File: src/rtl/reg_scoreboard_pkg.sv
// Shared constants and types for the register scoreboard.
// Pulled in by the counter, the interface users and the top.
package reg_scoreboard_pkg;

  localparam int WORD_SIZE   = 32;
  localparam int NUM_REGS    = 4;
  localparam int REG_W       = 2;
  localparam int MAX_PENDING = 3;
  localparam int CNT_W       = 2;

  typedef logic [REG_W-1:0] reg_idx_t;
  typedef logic [CNT_W-1:0] cnt_t;

endpackage

File: src/rtl/reg_scoreboard_if.sv
// Issue and writeback bundle between decode/writeback and the scoreboard.
// master drives requests, slave answers with issue_ready.
interface reg_scoreboard_if;
  import reg_scoreboard_pkg::*;

  logic     issue_valid;
  reg_idx_t issue_rs1;
  reg_idx_t issue_rs2;
  logic     issue_use_rs1;
  logic     issue_use_rs2;
  logic     issue_writes;
  reg_idx_t issue_rd;
  logic     issue_ready;
  logic     wb_valid;
  reg_idx_t wb_rd;
  logic     flush;

  modport master (
    output issue_valid, issue_rs1, issue_rs2,
    output issue_use_rs1, issue_use_rs2,
    output issue_writes, issue_rd,
    output wb_valid, wb_rd, flush,
    input  issue_ready
  );

  modport slave (
    input  issue_valid, issue_rs1, issue_rs2,
    input  issue_use_rs1, issue_use_rs2,
    input  issue_writes, issue_rd,
    input  wb_valid, wb_rd, flush,
    output issue_ready
  );

endinterface

File: src/rtl/reg_scoreboard_counter.sv
// Pending-write counter for one register.
// Saturates at MAX_PENDING and refuses to go below zero.
module scoreboard_counter
  import reg_scoreboard_pkg::*;
(
  input  logic clk,
  input  logic reset_n,
  input  logic inc,
  input  logic dec,
  input  logic clr,
  output logic nonzero,
  output logic full,
  output logic underflow
);

  cnt_t cnt;
  logic decOk;

  assign nonzero   = (cnt != '0);
  assign full      = (cnt == cnt_t'(MAX_PENDING));
  assign underflow = dec && !nonzero;
  assign decOk     = dec && nonzero;

  // A dropped (underflowing) decrement lets a same-cycle inc through.
  always_ff @(posedge clk or negedge reset_n) begin
    if (!reset_n) begin
      cnt <= '0;
    end else if (clr) begin
      cnt <= '0;
    end else if (inc && !decOk && !full) begin
      cnt <= cnt + 1'b1;
    end else if (decOk && !inc) begin
      cnt <= cnt - 1'b1;
    end
  end

endmodule

File: src/rtl/reg_scoreboard.sv
// Register scoreboard: RAW/WAW hazard tracking between issue and writeback.
// Also counts stall cycles and latches writeback underflow.
module reg_scoreboard
  import reg_scoreboard_pkg::*;
(
  input  logic                clk,
  input  logic                reset_n,
  reg_scoreboard_if.slave     sb,
  output logic [NUM_REGS-1:0] busy_mask,
  output logic [15:0]         stall_count,
  output logic                error
);

  logic [NUM_REGS-1:0] nz;
  logic [NUM_REGS-1:0] full;
  logic [NUM_REGS-1:0] uf;
  logic [NUM_REGS-1:0] inc;
  logic [NUM_REGS-1:0] dec;
  logic                fire;
  logic                stall;

  // No writeback bypass: ready looks only at registered counters.
  always_comb begin
    sb.issue_ready = 1'b1;
    if (sb.flush)
      sb.issue_ready = 1'b0;
    if (sb.issue_use_rs1 && nz[sb.issue_rs1])
      sb.issue_ready = 1'b0;
    if (sb.issue_use_rs2 && nz[sb.issue_rs2])
      sb.issue_ready = 1'b0;
    if (sb.issue_writes && full[sb.issue_rd])
      sb.issue_ready = 1'b0;
  end

  assign fire  = sb.issue_valid && sb.issue_ready;
  assign stall = sb.issue_valid && !sb.issue_ready && !sb.flush;

  always_comb begin
    inc = '0;
    dec = '0;
    for (int i = 0; i < NUM_REGS; i++) begin
      inc[i] = fire && sb.issue_writes
            && (sb.issue_rd == reg_idx_t'(i));
      dec[i] = sb.wb_valid
            && (sb.wb_rd == reg_idx_t'(i));
    end
  end

  for (genvar g = 0; g < NUM_REGS; g++) begin : gCnt
    scoreboard_counter uCnt (
      .clk       (clk),
      .reset_n   (reset_n),
      .inc       (inc[g]),
      .dec       (dec[g]),
      .clr       (sb.flush),
      .nonzero   (nz[g]),
      .full      (full[g]),
      .underflow (uf[g])
    );
  end

  assign busy_mask = nz;

  always_ff @(posedge clk or negedge reset_n) begin
    if (!reset_n) begin
      stall_count <= '0;
      error       <= 1'b0;
    end else begin
      if (stall && stall_count != 16'hFFFF)
        stall_count <= stall_count + 16'd1;
      if (!sb.flush && |uf)
        error <= 1'b1;
    end
  end

endmodule

File: src/flat_wrapper.sv
// flat-port wrapper written by rule: the top's interface ports become plain ports
module reg_scoreboard_flat import reg_scoreboard_pkg::*;
  (clk, reset_n, busy_mask, stall_count, error, sb_issue_valid, sb_issue_rs1, sb_issue_rs2, sb_issue_use_rs1, sb_issue_use_rs2, sb_issue_writes, sb_issue_rd, sb_wb_valid, sb_wb_rd, sb_flush, sb_issue_ready);
  reg_scoreboard_if sb_i ();
  input  logic clk;
  input  logic reset_n;
  output logic [NUM_REGS-1:0] busy_mask;
  output logic [15:0] stall_count;
  output logic error;
  input wire logic [$bits(sb_i.issue_valid)-1:0] sb_issue_valid;
  input wire logic [$bits(sb_i.issue_rs1)-1:0] sb_issue_rs1;
  input wire logic [$bits(sb_i.issue_rs2)-1:0] sb_issue_rs2;
  input wire logic [$bits(sb_i.issue_use_rs1)-1:0] sb_issue_use_rs1;
  input wire logic [$bits(sb_i.issue_use_rs2)-1:0] sb_issue_use_rs2;
  input wire logic [$bits(sb_i.issue_writes)-1:0] sb_issue_writes;
  input wire logic [$bits(sb_i.issue_rd)-1:0] sb_issue_rd;
  input wire logic [$bits(sb_i.wb_valid)-1:0] sb_wb_valid;
  input wire logic [$bits(sb_i.wb_rd)-1:0] sb_wb_rd;
  input wire logic [$bits(sb_i.flush)-1:0] sb_flush;
  output wire logic [$bits(sb_i.issue_ready)-1:0] sb_issue_ready;
  assign sb_i.issue_valid = sb_issue_valid;
  assign sb_i.issue_rs1 = sb_issue_rs1;
  assign sb_i.issue_rs2 = sb_issue_rs2;
  assign sb_i.issue_use_rs1 = sb_issue_use_rs1;
  assign sb_i.issue_use_rs2 = sb_issue_use_rs2;
  assign sb_i.issue_writes = sb_issue_writes;
  assign sb_i.issue_rd = sb_issue_rd;
  assign sb_i.wb_valid = sb_wb_valid;
  assign sb_i.wb_rd = sb_wb_rd;
  assign sb_i.flush = sb_flush;
  assign sb_issue_ready = sb_i.issue_ready;
  reg_scoreboard u_core (.clk(clk), .reset_n(reset_n), .sb(sb_i), .busy_mask(busy_mask), .stall_count(stall_count), .error(error));
endmodule
File: config.mk
export PLATFORM = sky130hd
export DESIGN_NAME = reg_scoreboard_flat
export DESIGN_NICKNAME = d
export VERILOG_FILES = /design/src/rtl/reg_scoreboard_pkg.sv /design/src/rtl/reg_scoreboard_if.sv /design/src/rtl/reg_scoreboard_counter.sv /design/src/rtl/reg_scoreboard.sv /design/src/flat_wrapper.sv
export SDC_FILE = /design/constraint.sdc
export NUM_CORES = 1
export LEC_CHECK = 0
export CAP_MARGIN = 20
export CORE_MARGIN = 2
export CORE_UTILIZATION = 42
export CTS_CLUSTER_SIZE = 10
export DETAILED_ROUTE_END_ITERATION = 6
export HOLD_SLACK_MARGIN = 0.06
export PLACE_DENSITY = 0.81
export SLEW_MARGIN = 15
export SYNTH_ARGS = -nofsm -noshare
export SYNTH_HDL_FRONTEND = slang
export SYNTH_HIERARCHICAL = 1
export SYNTH_SLANG_ARGS = --single-unit
File: constraint.sdc
create_clock -name clk -period 2.76 [get_ports clk]
set_input_delay 0.552 -clock clk [delete_from_list [all_inputs] [get_ports clk]]
set_output_delay 0.552 -clock clk [all_outputs]
set_load 0.01 [all_outputs]
After elaboration in Yosys (flattened, before gate mapping)
Cells that the tools add are included.
{"block": "op_classes", "add_sub_neg": 9, "order_cmp": 3, "n_eq_ne": 11, "muxes": 22, "n_reduce_logical": 66}
{"op": "logical AND 1 bit", "n": 37}
{"op": "two-way mux 2 bit", "n": 12}
{"op": "logical NOT 1 bit", "n": 18}
{"op": "adder 16 x 1 -> 16 bit (second input constant)", "n": 1}
{"op": "== test 2 bit (second input constant)", "n": 8}
{"op": "inequality test 16 bit (second input constant)", "n": 1}
{"op": "nonzero test 3 bit", "n": 4}
{"op": "< comparator 2 x 3 -> 1 bit (second input constant)", "n": 3}
{"op": "adder 2 x 1 -> 2 bit (second input constant)", "n": 4}
{"op": "nonzero test 2 bit", "n": 4}
{"op": "subtractor 2 x 1 -> 2 bit (second input constant)", "n": 4}
{"op": "two-way mux 1 bit", "n": 7}
{"op": "binary-select mux 1 bit (select 2 bit)", "n": 3}
{"op": "== test 2 x 1 -> 1 bit (second input constant)", "n": 2}
{"op": "logical NOT 2 bit", "n": 2}
{"op": "OR reduction 4 bit", "n": 1}
{"block": "totals", "ff_bits": 25, "in_bits": 16, "elab_cells": 117}

Logic depth before layout (Yosys ltp)
Gate-level depths: netlist of the first run.
{"block": "logic_depth", "depth_word": 15, "ltp_mapped": 10}

Modules after synthesis
Netlist of the first run, hierarchy kept.
{"module": "reg_scoreboard", "instances": 1, "cells_per_inst": 108, "area_each_um2": 1081.0, "seq_area_each_um2": 425.4}
{"module": "scoreboard_counter", "instances": 4, "cells_per_inst": 17, "area_each_um2": 135.1, "seq_area_each_um2": 50.0}

Worst setup path after synthesis of the first run
OpenSTA, ideal clock, no wires.
{"block": "synth_path", "kind": "register to register", "startpoint": "register u_core.gCnt[0].uCnt.cnt[1]", "endpoint": "register u_core.gCnt[0].uCnt.cnt[0]", "arrival_ns": 2.789, "required_ns": 2.640, "slack_ns": -0.149, "stages_incl_launch_ff": 11, "path_buffers": 1, "path_cell_list": "dfrtp_1 -> or2_2 -> mux2_4 -> a31o_1 -> nor4_4 -> buf_6 -> nand3_4 -> nor3_1 -> or3b_2 -> nand3_1 -> a21oi_1"}
{"block": "synth_via", "elab_chain_len": 14}
{"element": "from (decl)", "line_no": "reg_scoreboard_counter.sv:16", "rtl": "cnt_t cnt;"}
{"element": "from (signal assigned)", "line_no": "reg_scoreboard_counter.sv:31", "rtl": "cnt <= cnt + 1'b1;"}
{"element": "from (signal assigned)", "line_no": "reg_scoreboard_counter.sv:33", "rtl": "cnt <= cnt - 1'b1;"}
{"element": "nonzero test 2 bit (*)", "line_no": "reg_scoreboard_counter.sv:19", "rtl": "assign nonzero = (cnt != '0);"}
{"element": "named net busy_mask[0]", "line_no": "flat_wrapper.sv:7", "rtl": "output logic [NUM_REGS-1:0] busy_mask;"}
{"element": "binary-select mux 1 bit (select 2 bit)", "line_no": "reg_scoreboard.sv:27", "rtl": "if (sb.issue_use_rs1 && nz[sb.issue_rs1])"}
{"element": "two-way mux 1 bit (implied by the code)", "line_no": "reg_scoreboard.sv:27"}
{"element": "logical AND 1 bit", "line_no": "reg_scoreboard.sv:27"}
{"element": "two-way mux 1 bit", "line_no": "reg_scoreboard.sv:27"}
{"element": "two-way mux 1 bit (*)", "line_no": "reg_scoreboard.sv:29", "rtl": "if (sb.issue_use_rs2 && nz[sb.issue_rs2])"}
{"element": "two-way mux 1 bit (*)", "line_no": "reg_scoreboard.sv:31", "rtl": "if (sb.issue_writes && full[sb.issue_rd])"}
{"element": "named net sb_issue_ready", "line_no": "flat_wrapper.sv:20", "rtl": "output wire logic [$bits(sb_i.issue_ready)-1:0] sb_issue_ready;"}
{"element": "logical AND 1 bit (*)", "line_no": "reg_scoreboard.sv:35", "rtl": "assign fire = sb.issue_valid && sb.issue_ready;"}
{"element": "logical AND 1 bit (*)", "line_no": "reg_scoreboard.sv:42", "rtl": "inc[i] = fire && sb.issue_writes"}
{"element": "logical AND 1 bit (*)", "line_no": "reg_scoreboard.sv:43", "rtl": "&& (sb.issue_rd == reg_idx_t'(i));"}
{"element": "named net u_core.inc[0]", "line_no": "reg_scoreboard.sv:17", "rtl": "logic [NUM_REGS-1:0] inc;"}
{"element": "logical AND 1 bit (2 in series)", "line_no": "reg_scoreboard_counter.sv:30", "rtl": "end else if (inc && !decOk && !full) begin"}
{"element": "two-way mux 2 bit", "line_no": "reg_scoreboard_counter.sv:30"}
{"element": "two-way mux 2 bit", "line_no": "reg_scoreboard_counter.sv:28", "rtl": "end else if (clr) begin"}
The timed path passes the listed nets; every way through them passes the cells marked *. The select of a mux whose other input is x is not followed.
A chain may end at the register's enable or synchronous reset.

Worst setup path in the final report of the first run
{"block": "layout_path", "startpoint": "input port sb_issue_rs2[1]", "endpoint": "output port sb_issue_ready"}
{"block": "layout_via", "elab_chain_len": 5}
{"element": "from (decl)", "line_no": "flat_wrapper.sv:12", "rtl": "input wire logic [$bits(sb_i.issue_rs2)-1:0] sb_issue_rs2;"}
{"element": "binary-select mux 1 bit (select 2 bit)", "line_no": "reg_scoreboard.sv:29"}
{"element": "two-way mux 1 bit (implied by the code)", "line_no": "reg_scoreboard.sv:29"}
{"element": "logical AND 1 bit", "line_no": "reg_scoreboard.sv:29"}
{"element": "two-way mux 1 bit", "line_no": "reg_scoreboard.sv:29"}
{"element": "two-way mux 1 bit", "line_no": "reg_scoreboard.sv:31"}
{"element": "to (decl)", "line_no": "flat_wrapper.sv:20"}
No other way between the ends. The select of a mux whose other input is x is not followed.

==> out/results.tsv, run 1 <==
stage	metric	value	unit
job	max-cap violations	0	
cells_and_area	Non-Filler Instances	286	
global_route	largest net degree at the start of global routing	26	
setup_path	CP max-delay cell	clkdlybuf4s50_1	
outcome	status	completed	
place	hpwl dp	2.88	mm
global_route	vias in the first global route	1415	
clocking	Post-CTS Hold Buffers	0	
sta	Setup TNS	0	ns
clocking	CTS tree	built	
cells_and_area	most common cell after layout, fill and taps aside	clkdlybuf4s50_1	
pwr	PwrDens	426	mW/mm²
cells_and_area	commonest non-fill, non-tap cells in the layout	clkdlybuf4s50_1 (34), dfrtp_1 (25), buf_4 (23)	
clocking	CTS buffer count	3	
global_route	first-pass GRT wire length	6.40	mm
sta	clock period minus worst slack	2.63	ns
cells_and_area	FF+latch area	626	µm²
drt	Remaining DRCs	0	
sta	hold slack final	0.501	ns
clocking	Worst-path clk slew	0.09	ns
cells_and_area	Syn-to-layout area delta	41.1	%
sta	clk_skew	0.00250	ns
setup_path	critical path capture point type	output pin	
sta	Slew @ Worst Pin	0.594	ns
pwr	worst vdd ir	0.000278	V
sta	Tcrit/Tclk final	95.4	%
synthesis	synth warn	6	
synthesis	post-synthesis sequential area ratio	38.6	%
global_route	initial antenna violation count	0	
setup_path	Crit Path Class	input port to output pin	
drt	drt wl/cell	13.3	µm
floorplanning	Die W	66.1	µm
sta	Final setup viols	0	
sta	Slew Viols, Final	0	
global_route	Total GRT Usage	19.0	%
place	number of I/O port buffers	37	
cells_and_area	nets	256	
clocking	Max Root-Sink Buffers	2	
sta	relative slew slack	59.9	%
worst_hold_path	HP Class	flip-flop to flip-flop	
setup_path	startpoint class of the critical path	input port	
setup_path	Critical Path AT	2.08	ns
drt	routed wire length	3.80	mm
synthesis	fraction of registers with async set or reset after synthesis	100	%
clocking	clock insertion delay at the later pin of the skew report	0.27	ns
synthesis	Syn Inst Count	176	
place	GPL Wtd Cong	0.851	
floorplanning	Starting Density	44.0	%
setup_path	worst-path cell chain	clkdlybuf4s50_1, mux2i_1, o32ai_2, nor4_4, buf_4, clkdlybuf4s15_1	
cells_and_area	share of layout cells above drive strength 1	21.0	%
sta	RSZ-0062 raised after global routing	false	
global_route	GRT overflow	0	
synthesis	Distinct cells, synth	36	
synthesis	Post-Synthesis Mean Instance Area	9.21	µm²
cells_and_area	filler cell count	326	
place	# placed instances	279	
drt	Routed Antenna Nets	0	
cells_and_area	Diodes inserted	0	
setup_path	CP required	2.21	ns
drt	Vias	1528	
cells_and_area	final core utilization	62.0	%
sta	FMAX	380	MHz
synthesis	Post-Syn Nets	193	
floorplanning	core area	0.00369	mm²
synthesis	post-synthesis cell area	0.00162	mm²
setup_path	crit-path max cell delay	0.52	ns
sta	final hold vios	0	
drt	1st-iter DRT viols	73	
synthesis	Primary FF master, synth	dfrtp_1	
pwr	leakage	1.03	nW
drt	drt pass-1 iters	5	
setup_path	crit-path max FO	2	
clocking	clk sink count	25	
drt	vias per cell	5.34	
synthesis	number of synthesized register bits	25	
pwr	Pwr Total	0.976	mW
cells_and_area	multi-input logic area	976	µm²
synthesis	number of synthesized flops with an enable pin	0	
floorplanning	Die ar.	0.00437	mm²
floorplanning	Site Rows	22	
floorplanning	Die Ht	66.1	µm
floorplanning	IO Pins	38	
clocking	CTS Root Cell	clkbuf_8	
clocking	H-tree Lvls	1	
==> what timing repair did <==
action	4_1_cts	5_1_grt
pin swaps	2	2
cloned	0	0
endpoints found under the setup margin	2	5
setup buffers	3	0
hold endpoints to repair	0	0
resized for setup	9	1
==> cell usage after synthesis, types with 2 or more instances <==
cell / number / area, µm²
or3b_2: 4 / 35.0
and2_2: 4 / 30.0
xnor2_1: 2 / 17.5
xor2_1: 13 / 114
mux2_4: 2 / 30.0
dfrtp_1: 25 / 626
nand4_1: 5 / 31.3
mux2i_1: 5 / 50.1
nor2b_1: 6 / 37.5
nor2_1: 7 / 26.3
a21oi_1: 12 / 60.1
or3_1: 4 / 25.0
nand2_1: 14 / 52.6
and3_1: 7 / 43.8
or2b_1: 4 / 30.0
o21ai_0: 4 / 20.0
nand3_1: 8 / 40.0
o32ai_2: 2 / 32.5
or2_2: 4 / 25.0
nor3b_1: 2 / 15.0
inv_1: 9 / 33.8
nor3_1: 11 / 55.1
nor4_1: 9 / 56.3
==> critical path, delay by kind of cell <==
family	cells	cell delay, ns
AOI/OAI and AO/OA	1	0.11
buffers and inverters	3	0.91
and+or+nand+nor	1	0.29
muxes	1	0.23
==> per-stage QoR <==
step | area, µm² | setup slack [ns]
final | 2290 | 0.126
after CTS | 2290 | 0.00533
after detailed placement | 2190 | -0.317
after floorplan | 1620 | -0.0321
after global placement | 2190 | -0.304
after global routing | 2290 | 0.000745
==> flip-flops by register name, indices dropped and copies added (netlist names) <==
name	flops
u_core/gCnt.uCnt/cnt	8
u_core/stall_count	16
u_core/error	1
==> final timing paths <==
check / cells past startpoint / endpoint / from / slack [ns]
worst max register to register: 11 / u_core/gCnt[0].uCnt/cnt[0] / u_core/gCnt[0].uCnt/cnt[0] / 0.22
worst min register to register: 1 / u_core/stall_count[9] / u_core/stall_count[9] / 0.50
max in group asynchronous: 2 / u_core/gCnt[1].uCnt/cnt[0] / reset_n / 1.88
worst max-delay path: 6 / sb_issue_ready / sb_issue_rs2[1] / 0.13
worst min-delay path: 1 / u_core/stall_count[9] / u_core/stall_count[9] / 0.50
min in group asynchronous: 2 / u_core/gCnt[0].uCnt/cnt[1] / reset_n / 0.63
==> power by group <==
| part | internal [mW] | switching (mW) |
|---|---|---|
| Clock | 0.102 | 0.124 |
| Combinational | 0.162 | 0.112 |
| Sequential | 0.409 | 0.0671 |
==> layout make-up <==
type,instances,area share [%]
clock buffers,3,1.80
repair buffers,60,23.8
clock inverters,1,0.328
flip-flops and latches,25,27.3
multi-input cells,140,42.6
inverters,9,1.48
well taps,48,2.62
==> kinds of logic (layout without fill, tap and decap cells) <==
| kind of cell | after synthesis | after routing | share of synthesized area (%) |
|---|---|---|---|
| buffers and inverters | 11 | 73 | 3.01 |
| flip-flops | 25 | 25 | 38.6 |
| XOR/XNOR | 15 | 15 | 8.10 |
| adder cells (fa/ha/maj) | 1 | 1 | 0.771 |
| AND/OR/NAND/NOR | 95 | 95 | 35.6 |
| AO/OA/AOI/OAI | 22 | 22 | 9.03 |
| multiplexers | 7 | 7 | 4.94 |
==> metal layers <==
layer | vias up | share of wire [%] | global-route usage (%)
met2 | 36 | 47 | 30.9
met3 | 4 | 3.7 | 2.04
met1 | 726 | 48 | 26.3
met5 | - | 0 | 0
li1 | 762 | - | -
met4 | 0 | 1.4 | 6.38
Power figures use the tool's default switching activity.
==> inputs of run 2 (changes only) <==
- CORE_ASPECT_RATIO: default -> 0.5
==> run 2 against run 1 <==
Effect of this change:
- cell area up 2.4%
- via count up 4.0%
- core utilization up 3.6 points
- power up 2.5%
- sequential power about the same
- combinational power up 4%
- sequential cell count unchanged
==> out/results.tsv, run 2 (synthesis results as in run 1) <==
stage	metric	value	unit
setup_path	CP required	2.98	ns
floorplanning	Site Rows	15	
global_route	vias in the first global route	1503	
sta	relative slew slack	45.4	%
sta	Final setup viols	0	
clocking	clock insertion delay at the later pin of the skew report	0.28	ns
cells_and_area	nets	257	
sta	RSZ-0062 raised after global routing	true	
worst_hold_path	HP Class	flip-flop to flip-flop	
cells_and_area	Biggest register	u_core/stall_count	
drt	routed wire length	4.46	mm
drt	drt wl/cell	15.4	µm
cells_and_area	final core utilization	65.7	%
clocking	Max Root-Sink Buffers	2	
global_route	initial antenna violation count	0	
floorplanning	Die W	91.9	µm
cells_and_area	filler cell count	286	
cells_and_area	max reg flops	16	
global_route	Total GRT Usage	20.5	%
drt	1st-iter DRT viols	44	
clocking	H-tree Lvls	1	
clocking	CTS tree	built	
clocking	CTS Root Cell	clkbuf_8	
setup_path	Crit Path Class	flip-flop to flip-flop	
job	max-cap violations	0	
floorplanning	Die Ht	47.9	µm
pwr	leakage	1.05	nW
drt	Vias	1589	
global_route	largest net degree at the start of global routing	26	
sta	Slew Viols, Final	0	
drt	drt pass-1 iters	4	
pwr	PwrDens	427	mW/mm²
setup_path	critical path capture point type	flip-flop	
sta	Slew @ Worst Pin	0.809	ns
sta	final hold vios	0	
setup_path	crit-path max cell delay	0.44	ns
sta	Tcrit/Tclk final	98.5	%
cells_and_area	multi-input logic area	0.00101	mm²
drt	Remaining DRCs	0	
clocking	clk sink count	25	
cells_and_area	Diodes inserted	0	
place	GPL Wtd Cong	0.775	
sta	FMAX	368	MHz
floorplanning	Die ar.	0.00440	mm²
setup_path	CP max-delay cell	dfrtp_2	
setup_path	Critical Path AT	2.94	ns
drt	vias per cell	5.48	
floorplanning	Starting Density	45.5	%
setup_path	worst-path cell chain	or2_4, mux2_4, a31o_1, nor4_4, buf_4, nand3_4, nor3_4, buf_6, a21oi_2, or3_1, a21oi_1	
place	number of I/O port buffers	37	
clocking	CTS buffer count	3	
cells_and_area	share of layout cells above drive strength 1	24.3	%
drt	Routed Antenna Nets	0	
sta	clock period minus worst slack	2.72	ns
setup_path	crit-path max FO	4	
setup_path	startpoint class of the critical path	flip-flop	
floorplanning	core area	0.00357	mm²
cells_and_area	Syn-to-layout area delta	44.4	%
global_route	first-pass GRT wire length	7.00	mm
setup_path	crit path buf inv count	2	
global_route	GRT overflow	0	
cells_and_area	commonest non-fill, non-tap cells in the layout	clkdlybuf4s50_1 (34), dfrtp_1 (24), buf_4 (23)	
cells_and_area	FF+latch area	627	µm²
floorplanning	IO Pins	38	
clocking	Worst-path clk slew	0.10	ns
cells_and_area	top flop regs	u_core/stall_count (16), u_core/gCnt.uCnt/cnt (8), u_core/error (1)	
place	hpwl dp	3.11	mm
sta	clk_skew	0.00550	ns
clocking	Post-CTS Hold Buffers	0	
pwr	worst vdd ir	0.000315	V
outcome	status	completed	
cells_and_area	most common cell after layout, fill and taps aside	clkdlybuf4s50_1	
setup_path	largest delay contributor family on the critical path	simple AND/OR/NAND/NOR gates	
pwr	Pwr Total	1.00	mW
-- run 2: where the power goes --
| part | internal (mW) | switching, mW |
|---|---|---|
| Combinational | 0.163 | 0.121 |
| Sequential | 0.409 | 0.0653 |
| Clock | 0.106 | 0.136 |
| Total | 0.679 | 0.322 |
-- run 2: worst paths after layout --
path,from,slack [ns],end,depth (start not counted)
worst max-delay path,u_core/gCnt[0].uCnt/cnt[1],0.04,u_core/gCnt[1].uCnt/cnt[0],11
worst min-delay path,u_core/error,0.49,u_core/error,1
worst max register to register,u_core/gCnt[0].uCnt/cnt[1],0.04,u_core/gCnt[1].uCnt/cnt[0],11
worst min register to register,u_core/error,0.49,u_core/error,1
max in group asynchronous,reset_n,1.86,u_core/gCnt[0].uCnt/cnt[1],2
min in group asynchronous,reset_n,0.62,u_core/stall_count[14],2
-- run 2: metal layers --
| metal | vias up | global-route usage (%) | wire length (µm) |
|---|---|---|---|
| li1 | 757 | - | - |
| met1 | 781 | 23.3 | 1920 |
| met2 | 41 | 42.1 | 2300 |
| met3 | 10 | 3.62 | 183 |
| met4 | 0 | 5.97 | 57 |
| met5 | - | 0 | 0 |
-- run 2: timing repair --
action | CTS | global route
setup endpoints to repair | 4 | 6
gates resized for setup | 4 | 18
pin swaps | 0 | 5
buffers inserted | 0 | 6
-- run 2: worst reg2reg max path, cell delays in order (launching register included) --
cell	delay, ns
dfrtp_2	0.44
or2_4	0.28
mux2_4	0.27
a31o_1	0.20
nor4_4	0.28
buf_4	0.16
nand3_4	0.11
nor3_4	0.27
buf_6	0.14
a21oi_2	0.03
or3_1	0.36
a21oi_1	0.12
-- run 2: cell type report --
type                            instances  share of cell area (%)
Clock buffer                            3                    1.76
Clock inverter                          1                   0.374
Timing Repair Buffer                   61                    23.7
Tap cell                               51                    2.72
Multi-Input combinational cell        140                    43.3
Inverter                                9                    1.44
Sequential cell                        25                    26.8
-- run 2: per-stage QoR --
step	area, µm²	instances	setup TNS [ns]	hold WS, ns	setup WS (ns)
3_3_place_gp	2180	280	-1.16	0.463	-0.266
6_report	2340	290	0	0.491	0.0419
5_1_grt	2340	290	-0.0918	0.509	-0.0477
2_1_floorplan	1620	176	-0.128	0.256	-0.0321
3_5_place_dp	2180	280	-2.01	0.471	-0.361
4_1_cts	2240	284	0	0.496	0.00395
==> inputs of run 3 (changes only) <==
- CAP_MARGIN: 20 -> 40
- SLEW_MARGIN: 15 -> 40
==> results of run 3 <==
No change in the layout: final DEF, timing and power equal those of run 2.
